===== config.mk =====
export PLATFORM = sky130hd
export DESIGN_NAME = crc_n_ctrl
export DESIGN_NICKNAME = d
export VERILOG_FILES = /design/src/rtl/crc_n_ctrl.sv
export SDC_FILE = /design/constraint.sdc
export NUM_CORES = 1
export LEC_CHECK = 0
export CAP_MARGIN = 20
export CORE_MARGIN = 3
export CORE_UTILIZATION = 47
export DETAILED_ROUTE_END_ITERATION = 8
export HOLD_SLACK_MARGIN = 0.12
export PLACE_DENSITY_LB_ADDON = 0.08
export SYNTH_ARGS = -nofsm -noshare
export SYNTH_HDL_FRONTEND = slang
export SYNTH_SLANG_ARGS = --single-unit

===== constraint.sdc =====
create_clock -name clk -period 1.42 [get_ports clk]
set_input_delay 0.284 -clock clk [delete_from_list [all_inputs] [get_ports clk]]
set_output_delay 0.284 -clock clk [all_outputs]
set_load 0.01 [all_outputs]

===== src/rtl/crc_n_ctrl.sv =====
// Bit-serial CRC-N sequencer: accepts a message word, divides it MSB first one bit per clock, returns the remainder.
// Optional check mode (compare against a received CRC) is enabled by defining CRC_N_CHECK_EN.
module crc_n_ctrl #(
   parameter int              DW   = 8,
   parameter int              BW   = 3,
   parameter logic [BW-1:0]   POLY = 3'b011
) (
   input  logic          clk,
   input  logic          rst,
   input  logic          in_valid,
   output logic          in_ready,
   input  logic [DW-1:0] in_data,
   input  logic          in_mode,
   input  logic [BW-1:0] in_crc,
   output logic          out_valid,
   input  logic          out_ready,
   output logic [BW-1:0] out_crc,
   output logic          out_err,
   output logic          busy
);

   localparam int CW = (DW > 1) ? $clog2(DW) : 1;

   // Handshakes: a transfer happens on a rising edge where valid and ready are both high;
   // ready/valid here are pure decodes of the registered state.
   typedef enum logic [1:0] {IDLE, SHIFT, DONE} state_t;

   state_t        state_q, state_d;
   logic [DW-1:0] sr_q, sr_d;
   logic [BW-1:0] rem_q, rem_d;
   logic [CW-1:0] cnt_q, cnt_d;
   logic [BW-1:0] out_crc_q, out_crc_d;
   logic          fb;
   logic [BW-1:0] rem_nxt;
   logic          last_step;

`ifdef CRC_N_CHECK_EN
   logic          mode_q, mode_d;
   logic [BW-1:0] hcrc_q, hcrc_d;
   logic          out_err_q, out_err_d;
`else
   logic          unused_cfg;
   assign unused_cfg = ^{in_mode, in_crc};
`endif

   always_comb begin
      state_d   = state_q;
      sr_d      = sr_q;
      rem_d     = rem_q;
      cnt_d     = cnt_q;
      out_crc_d = out_crc_q;
`ifdef CRC_N_CHECK_EN
      mode_d    = mode_q;
      hcrc_d    = hcrc_q;
      out_err_d = out_err_q;
`endif
      fb        = rem_q[BW-1] ^ sr_q[DW-1];
      rem_nxt   = {rem_q[BW-2:0], 1'b0} ^ (fb ? POLY : '0);
      last_step = (cnt_q == CW'(DW - 1));

      case (state_q)
         IDLE: begin
            if (in_valid) begin
               sr_d    = in_data;
               rem_d   = '0;
               cnt_d   = '0;
`ifdef CRC_N_CHECK_EN
               mode_d  = in_mode;
               hcrc_d  = in_crc;
`endif
               state_d = SHIFT;
            end
         end
         SHIFT: begin
            rem_d = rem_nxt;
            sr_d  = sr_q << 1;
            if (last_step) begin
               // Result registers load with the final remainder so they stay valid after leaving DONE.
               out_crc_d = rem_nxt;
`ifdef CRC_N_CHECK_EN
               out_err_d = mode_q && (rem_nxt != hcrc_q);
`endif
               state_d   = DONE;
            end else begin
               cnt_d = cnt_q + CW'(1);
            end
         end
         DONE: begin
            if (out_ready) state_d = IDLE;
         end
         default: state_d = IDLE;
      endcase
   end

   always_ff @(posedge clk) begin
      if (rst) begin
         state_q   <= IDLE;
         sr_q      <= '0;
         rem_q     <= '0;
         cnt_q     <= '0;
         out_crc_q <= '0;
`ifdef CRC_N_CHECK_EN
         mode_q    <= 1'b0;
         hcrc_q    <= '0;
         out_err_q <= 1'b0;
`endif
      end else begin
         state_q   <= state_d;
         sr_q      <= sr_d;
         rem_q     <= rem_d;
         cnt_q     <= cnt_d;
         out_crc_q <= out_crc_d;
`ifdef CRC_N_CHECK_EN
         mode_q    <= mode_d;
         hcrc_q    <= hcrc_d;
         out_err_q <= out_err_d;
`endif
      end
   end

   assign in_ready  = (state_q == IDLE);
   assign out_valid = (state_q == DONE);
   assign busy      = (state_q != IDLE);
   assign out_crc   = out_crc_q;
`ifdef CRC_N_CHECK_EN
   assign out_err   = out_err_q;
`else
   assign out_err   = 1'b0;
`endif

endmodule


[After elaboration in Yosys (flattened, before gate mapping)]
Cells that the tools add are included.
Storage, ports and cells
  register bits: 19
  output and inout port bits: 7
  logic and storage cells: 33
Operators by class
  $add $sub $neg: 1
  equal/unequal tests: 7
  mux-type cells: 11
  bitwise operators: 2
  reductions and logical operators: 7
Operator list (number)
  one-hot mux 8 bit (2 select lines): 1
  one-hot mux 3 bit (2 select lines): 2
  2-to-1 mux 2 bit: 4
  2-to-1 mux 8 bit: 1
  2-to-1 mux 3 bit: 2
  != test 2 bit, second input constant: 3
  one-hot mux 2 bit (3 select lines): 1
  AND reduction 3 bit: 2
  AND reduction 2 bit: 2
  nonzero test 2 bit: 2
  adder 3 x 1 -> 3 bit, second input constant: 1
  == test 3 bit, second input constant: 1
  XOR 3 x 2 -> 3 bit: 1
  == test 2 x 1 -> 1 bit, second input constant: 1
  == test 2 bit, second input constant: 1
  logical NOT 2 bit: 1
  != test 2 x 1 -> 1 bit, second input constant: 1
  XOR 1 bit: 1

[Logic depth before layout (Yosys ltp)]
  depth after elaboration: 4
  mapped depth: 6

[Least setup slack after synthesis]
OpenSTA, ideal clock, no wires.
  path kind: register -> register
  from: register cnt_q[0]
  to: register cnt_q[1]
  setup time: 0.074 ns
  data arrival time: 1.244 ns
  required time: 1.346 ns
  path slack: 0.102 ns
  stages on the path, launching flop included: 7
  path through: dfxtp_1 > ha_1 > ha_1 > buf_2 > and2b_1 > nand3b_1 > a31oi_1
On the way
  cells in the longest elaborated chain, start to end: 3
RTL lines
  start, declared: RTL line 31  | logic [CW-1:0] cnt_q, cnt_d;
  start signal, assigned: RTL line 111  | cnt_q <= cnt_d;
  adder 3 x 1 -> 3 bit / == test 3 bit (equally long branches): RTL line 85, 59
  2-to-1 mux 3 bit / != test 2 bit (equally long branches)
  one-hot mux 3 bit (2 select lines) / AND reduction 3 bit (equally long branches)
Parallel ways exist; a longest one is shown, timed or not. The select of a mux whose other input is x is not followed.
A chain may end at the register's enable or synchronous reset.

[Final worst setup path]
  from: register state_q[1]
  to: output port out_valid
On the way
  cells in the longest elaborated chain, start to end: 1
RTL lines
  start, declared: RTL line 28  | state_t state_q, state_d;
  start signal, assigned: RTL line 108  | state_q <= state_d;
  == test 2 bit: RTL line 122  | assign out_valid = (state_q == DONE);
  end, declared: RTL line 15  | output logic out_valid,
Every way passes these cells.

==> out/metrics.yaml <==
grt:
  gr-usage-met1_pct: 19.0
  use_met3_pct: 5.44
  grt-ovfl-total: 0
  grt_pass1_vias: 700
  grt_usage_pct: 15.3
  grt_pass1_wl_mm: 2.95
  use_met2_pct: 24.8
  grt_max_degree: 20
  antenna_found_initial: 0
  top_usage_layer: "met2"
logic_synthesis:
  syn-instance-count: 97
  muxShareOfSynthArea_pct: 7.66
  synth-simple-area-share_pct: 17.5
  synth-adder-area-share_pct: 2.74
  netlist_top_cells_area: "dfxtp_1, mux2i_1, a211oi_2, nor2_1, a21oi_1"
  synth_top_family_by_area: "compound AO/OA/AOI/OAI gates"
  avgSynthCellArea_sq_um: 9.43
  ys_seq_elements: 19
  ys_types: 28
  synth.yosys.seq_area_share_pct: 41.6
  synth_compound_area_share_pct: 19.6
  netlist_area_sq_um: 915
  synth_xor_area_share_pct: 3.56
  synth_top_cell_by_area: "dfxtp_1"
  yosys.area.top_type_share_pct: 41.6
  yosysWarnings: 0
  syn-num-nets: 115
setup_path:
  reg2reg_depth: 5
  cp_max_fo: 4
  required_ns: 1.14
  start_kind: "flip-flop"
  worst_setup_path_end_kind: "primary output"
  arrival_ns: 1.09
  regToRegEndpoint: "state_q[0]"
  r2r_slack_ns: 0.10
  r2r_start: "cnt_q[0]"
  crit_type: "flip-flop to primary output"
power_and_ir_drop:
  combPwrFrac_pct: 18.4
  internal_power_uw: 779
  powerDensity_nw_per_um2: 899
  p_switching_uw: 282
  seqPwrFrac_pct: 55.0
  p_leak_uw: 0.000474
  ir_drop_v: 0.000659
  power_frac_clock_pct: 26.6
  swShare_pct: 26.6
placed_design:
  portBuffers: 17
  dp_hpwl_mm: 1.21
  place_congestion: 0.729
  place_inst: 140
  dpl_cell_area_sq_um: 1140
  dp_slack_ns: -0.0183
sta:
  hold_viol: 0
  finalSetupViolations: 0
  clock.fmax_mhz: 730
  fin_crit_sh_pct: 96.5
  whs_ns: 0.467
  slew_violations: 0
  period_needed_ns: 1.37
  skew_ns: 0.00143
  setup_ws_ns: 0.0500
final_layout:
  diodes: 0
  nets: 138
  final_cells: 144
  area_delta_synth_final_pct: 29.0
  final_cell_mix: "dfxtp_1, nor2_1, clkdlybuf4s50_1"
  layout-drive-gt1-share_pct: 20.2
  final_area_sq_um: 1180
  final_common_cell: "dfxtp_1"
floorplan:
  die_x_um: 50.1
  dieArea_sq_um: 2510
  dieHeight_um: 50.1
  core_sq_um: 1780
  num_rows: 15
  io_pins: 23
  initial_utilization_pct: 51.3
min_path:
  min_to: "out_crc[2]"
  worstHoldStart: "out_crc[2]"
  hold_depth: 2
  hp-class: "flip-flop to flip-flop"
routing:
  dr.pass1.iters: 3
  via_per_inst: 5.09
  wirelength_mm: 1.69
  vias: 733
  detail-route-antenna-nets: 0
  route.detailed.drc: 0
  drtIter0Drc: 4
  wl_per_cell_um: 11.8
clock_network:
  clkTransAtPathRegs_ns: 0.11
  clk_path_buf_depth: 2
  clock-root-buffer: "clkbuf_4"
  cts_sinks: 19
  cts_buffers: 3
  clkLatencyLatePin_ns: 0.30
  hold_buffers: 0
  h-tree-depth: 1
  cts_tree: "done"
status:
  status: "finished, final reports clean"
run:
  cap_violations: 0
[registers in the layout, summed over array words and instances (netlist names)]
| signal | cells |
|---|---|
| cnt_q | 3 |
| state_q | 2 |
| rem_q | 3 |
| out_crc | 3 |
| sr_q | 8 |
[cells in the mapped netlist, drive strengths merged]
| cell | number |
|---|---|
| nor4b | 1 |
| ha | 2 |
| a21oi | 7 |
| nand2 | 6 |
| clkbuf | 1 |
| a32oi | 1 |
| dfxtp | 19 |
| nor2 | 13 |
| o21ba | 1 |
| and2b | 2 |
| nor2b | 1 |
| nor3 | 2 |
| o21bai | 1 |
| xor2 | 1 |
| buf | 7 |
| conb | 1 |
| mux2i | 7 |
| nand3 | 4 |
| a31oi | 3 |
| inv | 2 |
| a211oi | 7 |
| nand3b | 3 |
| a22oi | 3 |
| xor3 | 1 |
| nand2b | 1 |
[cell type report]
cell class,count,area (sq um)
clock buffers,4,26.3
fillers,154,603
multi-input cells,68,483
flip-flops and latches,19,385
repair buffers,26,246
inverters,2,7.51
well taps,25,31.3
[power groups by stage]
stage	Clock [uW]	Sequential, uW	Combinational, uW
after floorplan	0	587	131
after global placement	0	592	193
after detailed placement	0	594	198
after CTS	289	582	195
after global routing	299	587	214
final	282	583	195
[worst max-delay path by stage]
| stage | from | endpoint | depth (start not counted) |
|---|---|---|---|
| after floorplan | cnt_q[0] | cnt_q[1] | 6 |
| after global placement | in_valid | rem_q[1] | 5 |
| after detailed placement | in_valid | cnt_q[0] | 5 |
| after CTS | state_q[0] | busy | 3 |
| after global routing | state_q[1] | out_valid | 2 |
| final | state_q[1] | out_valid | 2 |
[layer usage]
metal  wire length, um  share of wire [%]
met5                 0                  0
met4                29                1.7
met3                83                4.9
met2               741                 44
met1               838                 49
[timing repair]
item                                    CTS  global route
resized for setup                        11             5
setup buffers                             0             0
endpoints found under the setup margin    6             5
hold endpoints to repair                  0             0
pin swaps                                 0             1
[kinds of logic (layout without fill, tap and decap cells)]
kind of cell    after synthesis  after routing
other cells                   1              1
mux                           7              7
xor+xnor                      2              2
flops                        19             19
fa+ha+maj                     2              2
compound gates               23             23
simple gates                 33             33
buf+inv                      10             32
[through the flow]
stage / utilization, % / TNS, ns / total power (uW)
finish: 66.2 / 0 / 1060
global route: 66.2 / -0.00796 / 1100
CTS: 65.4 / 0 / 1070
detailed placement: 63.9 / -0.0721 / 791
global placement: 63.9 / 0 / 785
floorplan: - / 0 / 719
[critical path: stages, from the launching register on]
cell and delay [ns]:
dfxtp_2 0.38, nor2b_2 0.17, clkdlybuf4s15_2 0.24
Note: power is estimated with default switching activity, not from simulation.
